**src/rtl/seq_arith_pkg.sv**
```systemverilog
// Shared definitions for the sequential arithmetic blocks (multiplier/divider):
// controller state encoding, default widths and counter sizing.
package seq_arith_pkg;

    typedef enum logic [1:0] {
        IDLE = 2'd0,
        CALC = 2'd1,
        DONE = 2'd2
    } state_t;

    localparam int DW_DEF = 8;
    localparam int VW_DEF = 4;

    // The counter must hold the value DW itself, not just DW-1.
    function automatic int cnt_w(input int dw);
        return $clog2(dw + 1);
    endfunction

endpackage

```
**src/rtl/seq_div_data_path.sv**
```systemverilog
// Restoring-divider data path: working registers R/Q/D, bit counter,
// trial subtractor and the registered result outputs.
module seq_div_data_path
    import seq_arith_pkg::*;
#(
    parameter int DW = DW_DEF,
    parameter int VW = VW_DEF
) (
    input  logic          clk,
    input  logic          clr,
    input  logic          load,
    input  logic          step,
    input  logic          commit,
    input  logic          commit_dbz,
    input  logic [DW-1:0] dividend,
    input  logic [VW-1:0] divisor,
    output logic [DW-1:0] quotient,
    output logic [VW-1:0] remainder,
    output logic          div_by_zero,
    output logic          cnt_last,
    output logic          divisor_zero
);

    localparam int CW = cnt_w(DW);

    logic [VW:0]   r;
    logic [DW-1:0] q;
    logic [VW-1:0] d;
    logic [CW-1:0] cnt;

    logic [VW+1:0] t;
    logic          t_neg;
    logic [VW:0]   r_nxt;
    logic [DW-1:0] q_nxt;

    // R < D holds before every step, so R[VW] is always 0 and the shifted
    // value {R, Q msb} fits VW+1 bits; the extra top bit of T is the borrow.
    always_comb begin
        t     = {r, q[DW-1]} - {2'b00, d};
        t_neg = t[VW+1];
        r_nxt = t_neg ? {r[VW-1:0], q[DW-1]} : t[VW:0];
        q_nxt = {q[DW-2:0], ~t_neg};
    end

    assign cnt_last     = (cnt == CW'(1));
    assign divisor_zero = (divisor == '0);

    always_ff @(posedge clk) begin
        if (clr) begin
            r   <= '0;
            q   <= '0;
            d   <= '0;
            cnt <= '0;
        end else if (load) begin
            r   <= '0;
            q   <= dividend;
            d   <= divisor;
            cnt <= CW'(DW);
        end else if (step) begin
            r   <= r_nxt;
            q   <= q_nxt;
            cnt <= cnt - CW'(1);
        end
    end

    // Results move only when a division completes; commit coincides with the
    // final step, so the next-value of R/Q is what gets published.
    always_ff @(posedge clk) begin
        if (clr) begin
            quotient    <= '0;
            remainder   <= '0;
            div_by_zero <= 1'b0;
        end else if (commit_dbz) begin
            quotient    <= '1;
            remainder   <= '0;
            div_by_zero <= 1'b1;
        end else if (commit) begin
            quotient    <= q_nxt;
            remainder   <= r_nxt[VW-1:0];
            div_by_zero <= 1'b0;
        end
    end

endmodule

```
**src/rtl/seq_div.sv**
```systemverilog
// Sequential restoring divider, one quotient bit per clock; go/done control
// matching the shift-add multiplier. FSM here, arithmetic in the data path.
module seq_div
    import seq_arith_pkg::*;
#(
    parameter int DW = DW_DEF,
    parameter int VW = VW_DEF
) (
    input  logic          clk,
    input  logic          clr,
    input  logic          go,
    input  logic [DW-1:0] dividend,
    input  logic [VW-1:0] divisor,
    output logic [DW-1:0] quotient,
    output logic [VW-1:0] remainder,
    output logic          busy,
    output logic          done,
    output logic          div_by_zero
);

    state_t state;
    state_t state_nxt;

    logic load;
    logic step;
    logic commit;
    logic commit_dbz;
    logic cnt_last;
    logic divisor_zero;

    always_ff @(posedge clk) begin
        if (clr) begin
            state <= IDLE;
        end else begin
            state <= state_nxt;
        end
    end

    always_comb begin
        state_nxt  = state;
        load       = 1'b0;
        step       = 1'b0;
        commit     = 1'b0;
        commit_dbz = 1'b0;
        busy       = 1'b0;
        done       = 1'b0;
        unique case (state)
            IDLE: begin
                if (go) begin
                    if (divisor_zero) begin
                        commit_dbz = 1'b1;
                        state_nxt  = DONE;
                    end else begin
                        load      = 1'b1;
                        state_nxt = CALC;
                    end
                end
            end
            CALC: begin
                busy = 1'b1;
                step = 1'b1;
                if (cnt_last) begin
                    commit    = 1'b1;
                    state_nxt = DONE;
                end
            end
            DONE: begin
                done      = 1'b1;
                state_nxt = IDLE;
            end
            default: begin
                state_nxt = IDLE;
            end
        endcase
    end

    seq_div_data_path #(
        .DW(DW),
        .VW(VW)
    ) u_data_path (
        .clk         (clk),
        .clr         (clr),
        .load        (load),
        .step        (step),
        .commit      (commit),
        .commit_dbz  (commit_dbz),
        .dividend    (dividend),
        .divisor     (divisor),
        .quotient    (quotient),
        .remainder   (remainder),
        .div_by_zero (div_by_zero),
        .cnt_last    (cnt_last),
        .divisor_zero(divisor_zero)
    );

endmodule
```
**config.mk**
```make
export PLATFORM = sky130hd
export DESIGN_NAME = seq_div
export DESIGN_NICKNAME = d
export VERILOG_FILES = /design/src/rtl/seq_arith_pkg.sv /design/src/rtl/seq_div_data_path.sv /design/src/rtl/seq_div.sv
export SDC_FILE = /design/constraint.sdc
export NUM_CORES = 1
export LEC_CHECK = 0
export BUFFER_PORTS_ARGS = -buffer_cell sky130_fd_sc_hd__buf_4
export CORE_MARGIN = 5
export CORE_UTILIZATION = 55
export CTS_CLUSTER_DIAMETER = 50
export DETAILED_ROUTE_END_ITERATION = 12
export PLACE_DENSITY = 0.78
export SYNTH_ARGS = -nofsm -noshare
export SYNTH_HDL_FRONTEND = slang
export SYNTH_SLANG_ARGS = --single-unit
```
**constraint.sdc**
```tcl
create_clock -name clk -period 2.4 [get_ports clk]
set_clock_uncertainty 0.2 [all_clocks]
set_input_delay 0.36 -clock clk [delete_from_list [all_inputs] [get_ports clk]]
set_output_delay 0.36 -clock clk [all_outputs]
set_load 0.005 [all_outputs]
```
==> results.sh, run 1 <==
export IMPL_status="finished, final reports clean"
export IMPL_switching_share_pct=29.22
export IMPL_ant_nets=0
export IMPL_wl_um=3966
export IMPL_async_flop_share_pct=0
export IMPL_avgViaCountPerCell=5.699
export IMPL_yosysTopAreaCellShare_pct=41.41
export IMPL_critPathMaxFanout=7
export IMPL_tritoncts="yes"
export IMPL_insertion_delay_ns=0.34
export IMPL_hold_start="divisor[3]"
export IMPL_hold_viol_final=0
export IMPL_r2r_cells=7
export IMPL_yosys_most_used_dff="dfxtp_1"
export IMPL_synth_area_per_cell_um2=8.531
export IMPL_num_rows=20
export IMPL_leakagePower_nw=0.7969
export IMPL_setup_tns_ns=0
export IMPL_cts_resized=0
export IMPL_io_buffers=29
export IMPL_grt_ovfl_total=0
export IMPL_p_int_mw=1.001
export IMPL_cts_hold_buffers=0
export IMPL_yosys_top_cells_area="dfxtp_1 41%, nand2_1 7.5%, a21oi_1 5.8%, ha_1 4.3%, a31oi_1 4.0%"
export IMPL_synth_edf_count=0
export IMPL_whs_endpoint="u_data_path.d[3]"
export IMPL_power_frac_seq_pct=47.3
export IMPL_start_util_pct=57.01
export IMPL_syn_area_um2=1740
export IMPL_die_area_um2=4389
export IMPL_slew_limit_headroom_pct=61.61
export IMPL_drt_pass1_iter_count=4
export IMPL_post_route_period_util_pct=93.26
export IMPL_reg2reg_slack_ns=0.16
export IMPL_drt_iter0_markers=89
export IMPL_post_cts_buffers=0
export IMPL_clock_sinks=36
export IMPL_cts_root_buffer="clkbuf_4"
export IMPL_final_cell_mix="36 x dfxtp_1, 35 x nand2_1, 31 x buf_4"
export IMPL_cts_path_max_buffers=2
export IMPL_grt_usage_pct=20.23
export IMPL_period_needed_ns=2.238
export IMPL_min_path_cells=3
export IMPL_peakVddDrop_v=0.0004077
export IMPL_crit_required_ns=2.43
export IMPL_tightest_slew_ns=0.5758
export IMPL_postSynthCellCount=204
export IMPL_yosys_warnings=0
export IMPL_dp_hpwl_um=2916
export IMPL_drv_cap=0
export IMPL_hold_path_class="in2reg"
export IMPL_multi_input_area_um2=935.9
export IMPL_drive_above_1_share_pct=19.83
export IMPL_drv_slew=0
export IMPL_cp_arrival_ns=2.27
export IMPL_grt_max_degree=28
export IMPL_finalPower_mw=1.414
export IMPL_synth_top_area_cell="dfxtp_1"
export IMPL_path_clk_slew_ns=0.12
export IMPL_ys_types=41
export IMPL_grt_pass1_vias=1496
export IMPL_finalSetupViolCount=0
export IMPL_p_comb_share_pct=22.9
export IMPL_vias=1573
export IMPL_fin_util_pct=67.17
export IMPL_coreArea_um2=3053
export IMPL_pin_count=30
export IMPL_endpoint_kind="flop"
export IMPL_criticalPathCategory="reg2reg"
export IMPL_rsz0062_at_grt="no"
export IMPL_area_growth_syn_to_layout_pct=17.83
export IMPL_antenna_found_initial=0
export IMPL_routabilityCongestion=0.8370
export IMPL_die_w_um=66.25
export IMPL_final_common_cell="dfxtp_1"
export IMPL_final_nets=253
export IMPL_post_drt_wl_per_cell_um=14.37
export IMPL_drc=0
export IMPL_seq_area_frac_synth_pct=41.41
export IMPL_preCtsSetupSlack_ns=0.2146
export IMPL_p_switching_mw=0.4133
export IMPL_cts_inserted_buffers=5
export IMPL_max_freq_ghz=0.4468
export IMPL_power_density_nw_per_um2=689.7
export IMPL_p_clk_share_pct=29.8
export IMPL_start_kind="flop"
export IMPL_fp_dieH_um=66.25
export IMPL_fill_cells=269
export IMPL_r2r_end="u_data_path.r[1]"
export IMPL_ys_seq_elements=36
export IMPL_setup_slack_ns=0.1618
export IMPL_grt_pass1_wl_um=6913
export IMPL_regArea_um2=720.7
export IMPL_reg2reg_from="u_data_path.d[1]"
export IMPL_htreeDepth=2
export IMPL_synthesis_nets=226
export IMPL_n_antenna_cell=0
==> sequential cells by signal (all words and copies together) (netlist names) <==
| signal | count |
|---|---|
| u_data_path.quotient | 8 |
| u_data_path.r | 5 |
| state | 2 |
| u_data_path.div_by_zero | 1 |
| u_data_path.cnt | 4 |
| u_data_path.remainder | 4 |
| u_data_path.d | 4 |
| u_data_path.q | 8 |
==> metrics by stage <==
stage | hold slack [ns] | instance area, um2 | std cells
5_1_grt | 0.08789 | 2051 | 276
4_1_cts | 0.08147 | 2051 | 276
2_1_floorplan | 0.2464 | 1740 | 204
3_5_place_dp | 0.2455 | 1974 | 268
6_report | 0.09864 | 2051 | 276
3_3_place_gp | 0.2417 | 1974 | 268
==> synthesized netlist by cell type, types with 2 or more instances <==
library cell / number
dfxtp_1: 36
nand2_1: 35
a21oi_1: 20
nor2_1: 16
a31oi_1: 11
a22oi_1: 9
inv_1: 8
ha_1: 6
buf_2: 5
o21ai_0: 5
mux2i_1: 4
nand2b_1: 4
o211ai_1: 4
nand3_1: 3
o2111ai_1: 3
xnor2_1: 3
a211oi_1: 2
and2_1: 2
clkbuf_1: 2
clkbuf_2: 2
nand3b_1: 2
nor2b_1: 2
nor3_1: 2
==> worst max-delay path by stage <==
stage	from	to	slack, ns	cells after the start
floorplan	u_data_path.q[7]	u_data_path.r[4]	0.44	9
global placement	u_data_path.d[1]	u_data_path.r[1]	0.24	7
detailed placement	u_data_path.d[1]	u_data_path.r[1]	0.21	7
CTS	u_data_path.d[1]	u_data_path.r[1]	0.19	7
global route	u_data_path.q[7]	u_data_path.r[4]	0.05	9
finish	u_data_path.d[1]	u_data_path.r[1]	0.16	7
==> cell type report <==
cell class / count / area share, %
Sequential cell: 36 / 35.14
Tap cell: 44 / 2.685
Multi-Input combinational cell: 149 / 45.64
Timing Repair Buffer: 31 / 11.35
Clock buffer: 6 / 2.013
Inverter: 8 / 1.464
Clock inverter: 2 / 1.708
==> cell families after synthesis <==
logic type                 count (synthesis)  synth area share [%]
buffers and inverters                     19                 4.817
AOI/OAI and AO/OA                         59                 22.57
xor gates and xnor gates                   4                 2.013
adders and majority gates                  7                 5.464
muxes                                      4                 2.301
and+or+nand+nor                           75                 21.42
DFF                                       36                 41.41
==> metal layers <==
metal | global-route usage, % | share of wire, % | routed length, um
met5 | 0 | 0 | 0
met4 | 5.330 | 0.78 | 31
met3 | 5.442 | 5.4 | 216
met2 | 32.47 | 48 | 1894
met1 | 26.64 | 46 | 1824
==> power by group through the flow <==
stage	clock network (mW)	registers (mW)	logic (mW)
floorplan	0	0.672	0.247
global placement	0	0.679	0.310
detailed placement	0	0.681	0.320
CTS	0.430	0.667	0.323
global route	0.464	0.673	0.363
finish	0.422	0.668	0.324
==> worst max-delay path, cell delays in order, from the launching register on <==
cell and delay (ns):
dfxtp_1 0.35, inv_1 0.10, ha_1 0.30, nor2b_1 0.17
o2111ai_1 0.35, o211a_4 0.27, mux2i_1 0.29, a211oi_1 0.11
No activity file was read; power rests on OpenSTA's default activity.
==> run 2, diff against run 1 <==
Settings changed: CELL_PAD_IN_SITES_DETAIL_PLACEMENT set to 1, CELL_PAD_IN_SITES_GLOBAL_PLACEMENT set to 1, CORE_UTILIZATION 55 to 35, PLACE_DENSITY 0.78 to not set, PLACE_DENSITY_LB_ADDON set to 0.1.
==> results.sh, run 2 (same netlist as run 1, synthesis figures left out) <==
export IMPL_insertion_delay_ns=0.28
export IMPL_post_route_period_util_pct=92.57
export IMPL_drv_slew=0
export IMPL_path_clk_slew_ns=0.07
export IMPL_drt_iter0_markers=21
export IMPL_slowest_delay_ns=0.38
export IMPL_endpoint_kind="output port"
export IMPL_ant_nets=0
export IMPL_n_antenna_cell=0
export IMPL_finalSetupViolCount=0
export IMPL_io_buffers=29
export IMPL_criticalPathCategory="reg2out"
export IMPL_peakVddDrop_v=0.0002378
export IMPL_wl_um=4668
export IMPL_max_freq_ghz=0.4501
export IMPL_grt_pass1_vias=1647
export IMPL_setup_slack_ns=0.1783
export IMPL_rsz0062_at_grt="no"
export IMPL_final_cell_mix="36 x buf_4, 36 x dfxtp_1, 35 x nand2_1"
export IMPL_slew_limit_headroom_pct=65.14
export IMPL_grt_busiest_layer="met2"
export IMPL_drc=0
export IMPL_start_kind="flop"
export IMPL_tritoncts="yes"
export IMPL_grt_usage_pct=15.45
export IMPL_preCtsSetupSlack_ns=0.1953
export IMPL_cts_path_max_buffers=2
export IMPL_cts_resized=0
export IMPL_fp_dieH_um=80.52
export IMPL_htreeDepth=2
export IMPL_fin_hold_ws_ns=0.1480
export IMPL_tightest_slew_ns=0.5229
export IMPL_die_w_um=80.52
export IMPL_avgViaCountPerCell=5.158
export IMPL_grt_pass1_wl_um=7783
export IMPL_reg_largest_list="u_data_path.q (8), u_data_path.quotient (8), u_data_path.r (5)"
export IMPL_setup_tns_ns=0
export IMPL_use_met3_pct=4.036
export IMPL_cts_hold_buffers=0
export IMPL_crit_required_ns=1.84
export IMPL_drv_cap=0
export IMPL_placed_area_um2=2041
export IMPL_min_path_cells=3
export IMPL_pin_count=30
export IMPL_area_growth_syn_to_layout_pct=22.65
export IMPL_cp_arrival_ns=1.66
export IMPL_cts_root_buffer="clkbuf_8"
export IMPL_slowest_stage="dfxtp_1"
export IMPL_start_util_pct=36.37
export IMPL_drt_pass1_iter_count=4
export IMPL_status="finished, final reports clean"
export IMPL_path_cells="nand2b_1 > inv_1 > buf_4 > buf_4"
export IMPL_leakagePower_nw=0.8250
export IMPL_num_rows=25
export IMPL_final_nets=258
export IMPL_grt_max_degree=28
export IMPL_clock_sinks=36
export IMPL_die_area_um2=6483
export IMPL_power_density_nw_per_um2=687.9
export IMPL_critPathMaxFanout=12
export IMPL_fin_util_pct=44.60
export IMPL_hold_path_class="in2reg"
export IMPL_vias=1568
export IMPL_post_drt_wl_per_cell_um=15.36
export IMPL_hold_viol_final=0
export IMPL_final_area_um2=2135
export IMPL_routabilityCongestion=0.7470
export IMPL_cp_common_cell="buf_4"
export IMPL_use_met1_pct=18.98
export IMPL_grt_ovfl_total=0
export IMPL_antenna_found_initial=0
export IMPL_post_cts_buffers=0
export IMPL_gr_usage_met2_pct=26.82
export IMPL_coreArea_um2=4786
export IMPL_cts_inserted_buffers=5
export IMPL_period_needed_ns=2.222
export IMPL_drive_above_1_share_pct=21.52
export IMPL_dp_hpwl_um=3602
export IMPL_r2r_cells=7
## run 2: changes by cell type in the layout (fill, tap and decap cells not counted)
cell and change:
clkinv_2 -1, clkbuf_8 +6, clkinvlp_4 +1, bufinv_16 -1
buf_4 +5, clkbuf_4 -5
## run 2: where the power goes
| group | switching (mW) | internal (mW) | total (mW) |
|---|---|---|---|
| sequential | 0.0344 | 0.635 | 0.669 |
| combinational | 0.186 | 0.155 | 0.341 |
| clock | 0.225 | 0.234 | 0.458 |
## run 2: metal layers
| layer | up-vias | wire length, um | part of all wire, % |
|---|---|---|---|
| met4 | 0 | 46 | 0.99 |
| li1 | 778 | - | - |
| met5 | - | 0 | 0 |
| met2 | 22 | 2320 | 50 |
| met3 | 6 | 184 | 3.9 |
| met1 | 762 | 2116 | 45 |
## run 2: critical path: cells and delay by family (launching register included)
family                 cells  cell delay [ns]
AND/OR/NAND/NOR            1             0.35
flip-flops                 1             0.38
buffers and inverters      3             0.63
## run 2: worst paths after layout
check / startpoint / endpoint / slack [ns]
hold reg to reg: u_data_path.div_by_zero / u_data_path.div_by_zero / 0.26
setup / recovery: state[1] / busy / 0.18
setup reg to reg: u_data_path.d[1] / u_data_path.r[1] / 0.19
hold / removal: divisor[2] / u_data_path.d[2] / 0.15
## run 2: per-stage QoR
| stage | total power [mW] | std cells |
|---|---|---|
| global route | 1.555 | 304 |
| CTS | 1.482 | 304 |
| finish | 1.468 | 304 |
| detailed placement | 1.025 | 296 |
| global placement | 1.003 | 296 |
| floorplan | 0.9186 | 204 |
## run 2: area by class of cell
class | instances | area (um2)
Fill cell | 593 | 2651
Multi-Input combinational cell | 149 | 935.9
Sequential cell | 36 | 720.7
Timing Repair Buffer | 36 | 270.3
Clock buffer | 7 | 86.33
Tap cell | 67 | 83.83
Inverter | 8 | 30.03
Clock inverter | 1 | 7.507
==> run 3, diff against run 2 <==
Settings changed: CTS_BUF_LIST set to sky130_fd_sc_hd__clkbuf_8.
==> results.sh, run 3 (same netlist as run 1, synthesis figures left out) <==
export IMPL_path_clk_slew_ns=0.07
export IMPL_post_cts_buffers=0
export IMPL_drt_pass1_iter_count=4
export IMPL_reg_largest_list="u_data_path.q (8), u_data_path.quotient (8), u_data_path.r (5)"
export IMPL_area_growth_syn_to_layout_pct=22.65
export IMPL_fin_hold_ws_ns=0.1480
export IMPL_antenna_found_initial=0
export IMPL_start_util_pct=36.37
export IMPL_tritoncts="yes"
export IMPL_use_met1_pct=18.98
export IMPL_fp_dieH_um=80.52
export IMPL_final_cell_mix="36 x buf_4, 36 x dfxtp_1, 35 x nand2_1"
export IMPL_finalSetupViolCount=0
export IMPL_grt_ovfl_total=0
export IMPL_ant_nets=0
export IMPL_htreeDepth=2
export IMPL_routabilityCongestion=0.7470
export IMPL_dp_hpwl_um=3602
export IMPL_cts_root_buffer="clkbuf_8"
export IMPL_grt_busiest_layer="met2"
export IMPL_io_buffers=29
export IMPL_max_freq_ghz=0.4501
export IMPL_avgViaCountPerCell=5.155
export IMPL_final_cells=304
export IMPL_tightest_slew_ns=0.5231
export IMPL_die_area_um2=6483
export IMPL_critPathMaxFanout=12
export IMPL_grt_max_degree=28
export IMPL_num_rows=25
export IMPL_grt_pass1_vias=1647
export IMPL_start_kind="flop"
export IMPL_grt_pass1_wl_um=7783
export IMPL_peakVddDrop_v=0.0002372
export IMPL_wl_um=4668
export IMPL_use_met3_pct=4.036
export IMPL_vias=1567
export IMPL_cts_inserted_buffers=5
export IMPL_cts_hold_buffers=0
export IMPL_endpoint_kind="output port"
export IMPL_status="finished, final reports clean"
export IMPL_clock_sinks=36
export IMPL_leakagePower_nw=0.8292
export IMPL_hold_path_class="in2reg"
export IMPL_hold_viol_final=0
export IMPL_grt_usage_pct=15.45
export IMPL_p_switching_mw=0.4448
export IMPL_crit_required_ns=1.84
export IMPL_p_comb_share_pct=23.3
export IMPL_insertion_delay_ns=0.28
export IMPL_drc=0
export IMPL_p_clk_share_pct=31.0
export IMPL_cp_arrival_ns=1.66
export IMPL_slew_limit_headroom_pct=65.12
export IMPL_preCtsSetupSlack_ns=0.1953
export IMPL_drv_slew=0
export IMPL_final_nets=258
export IMPL_post_route_period_util_pct=92.57
export IMPL_setup_tns_ns=0
export IMPL_cts_path_max_buffers=2
export IMPL_rsz0062_at_grt="no"
export IMPL_setup_slack_ns=0.1783
export IMPL_power_frac_seq_pct=45.7
export IMPL_drt_iter0_markers=21
export IMPL_gr_usage_met2_pct=26.82
export IMPL_finalPower_mw=1.464
export IMPL_cts_resized=0
export IMPL_power_density_nw_per_um2=685.7
export IMPL_drv_cap=0
export IMPL_post_drt_wl_per_cell_um=15.36
export IMPL_pin_count=30
export IMPL_period_needed_ns=2.222
export IMPL_n_antenna_cell=0
export IMPL_die_w_um=80.52
export IMPL_switching_share_pct=30.39
export IMPL_p_int_mw=1.019
export IMPL_criticalPathCategory="reg2out"
export IMPL_post_place_cells=296
export IMPL_drive_above_1_share_pct=21.52
export IMPL_coreArea_um2=4786
==> run 3: final cells by class <==
cell class                      count  area [um2]
Fill cell                         593        2651
Multi-Input combinational cell    149       935.9
Sequential cell                    36       720.7
Timing Repair Buffer               36       270.3
Tap cell                           67       83.83
Clock buffer                        6       82.58
Inverter                            8       30.03
Clock inverter                      2       11.26
==> run 3: final timing paths <==
kind / from / endpoint / slack, ns / cells past startpoint
setup / recovery: state[1] / busy / 0.18 / 4
hold / removal: divisor[2] / u_data_path.d[2] / 0.15 / 3
setup reg to reg: u_data_path.d[1] / u_data_path.r[1] / 0.19 / 7
hold reg to reg: u_data_path.div_by_zero / u_data_path.div_by_zero / 0.26 / 2
==> run 3: worst max-delay path: stages, from the launching register on <==
cell and delay (ns):
dfxtp_1 0.38, nand2b_1 0.35, inv_1 0.25, buf_4 0.24, buf_4 0.14
==> run 3: power groups by stage <==
stage / Sequential, mW / Combinational, mW / Clock [mW]
6_report: 0.669 / 0.341 / 0.454
2_1_floorplan: 0.672 / 0.247 / 0
5_1_grt: 0.674 / 0.377 / 0.500
4_1_cts: 0.669 / 0.345 / 0.464
3_3_place_gp: 0.680 / 0.323 / 0
3_5_place_dp: 0.683 / 0.342 / 0
==> run 3: through the flow <==
| stage | instance area, um2 | utilization (%) |
|---|---|---|
| final | 2135 | 44.60 |
| after global routing | 2135 | 44.60 |
| after CTS | 2135 | 44.60 |
| after detailed placement | 2041 | 42.64 |
| after global placement | 2041 | 42.64 |
| after floorplan | 1740 | - |
==> run 3: routing by layer <==
layer,share of wire [%],vias up
met5,0,-
met4,0.99,0
met3,3.9,6
met2,50,22
met1,45,761
li1,-,778
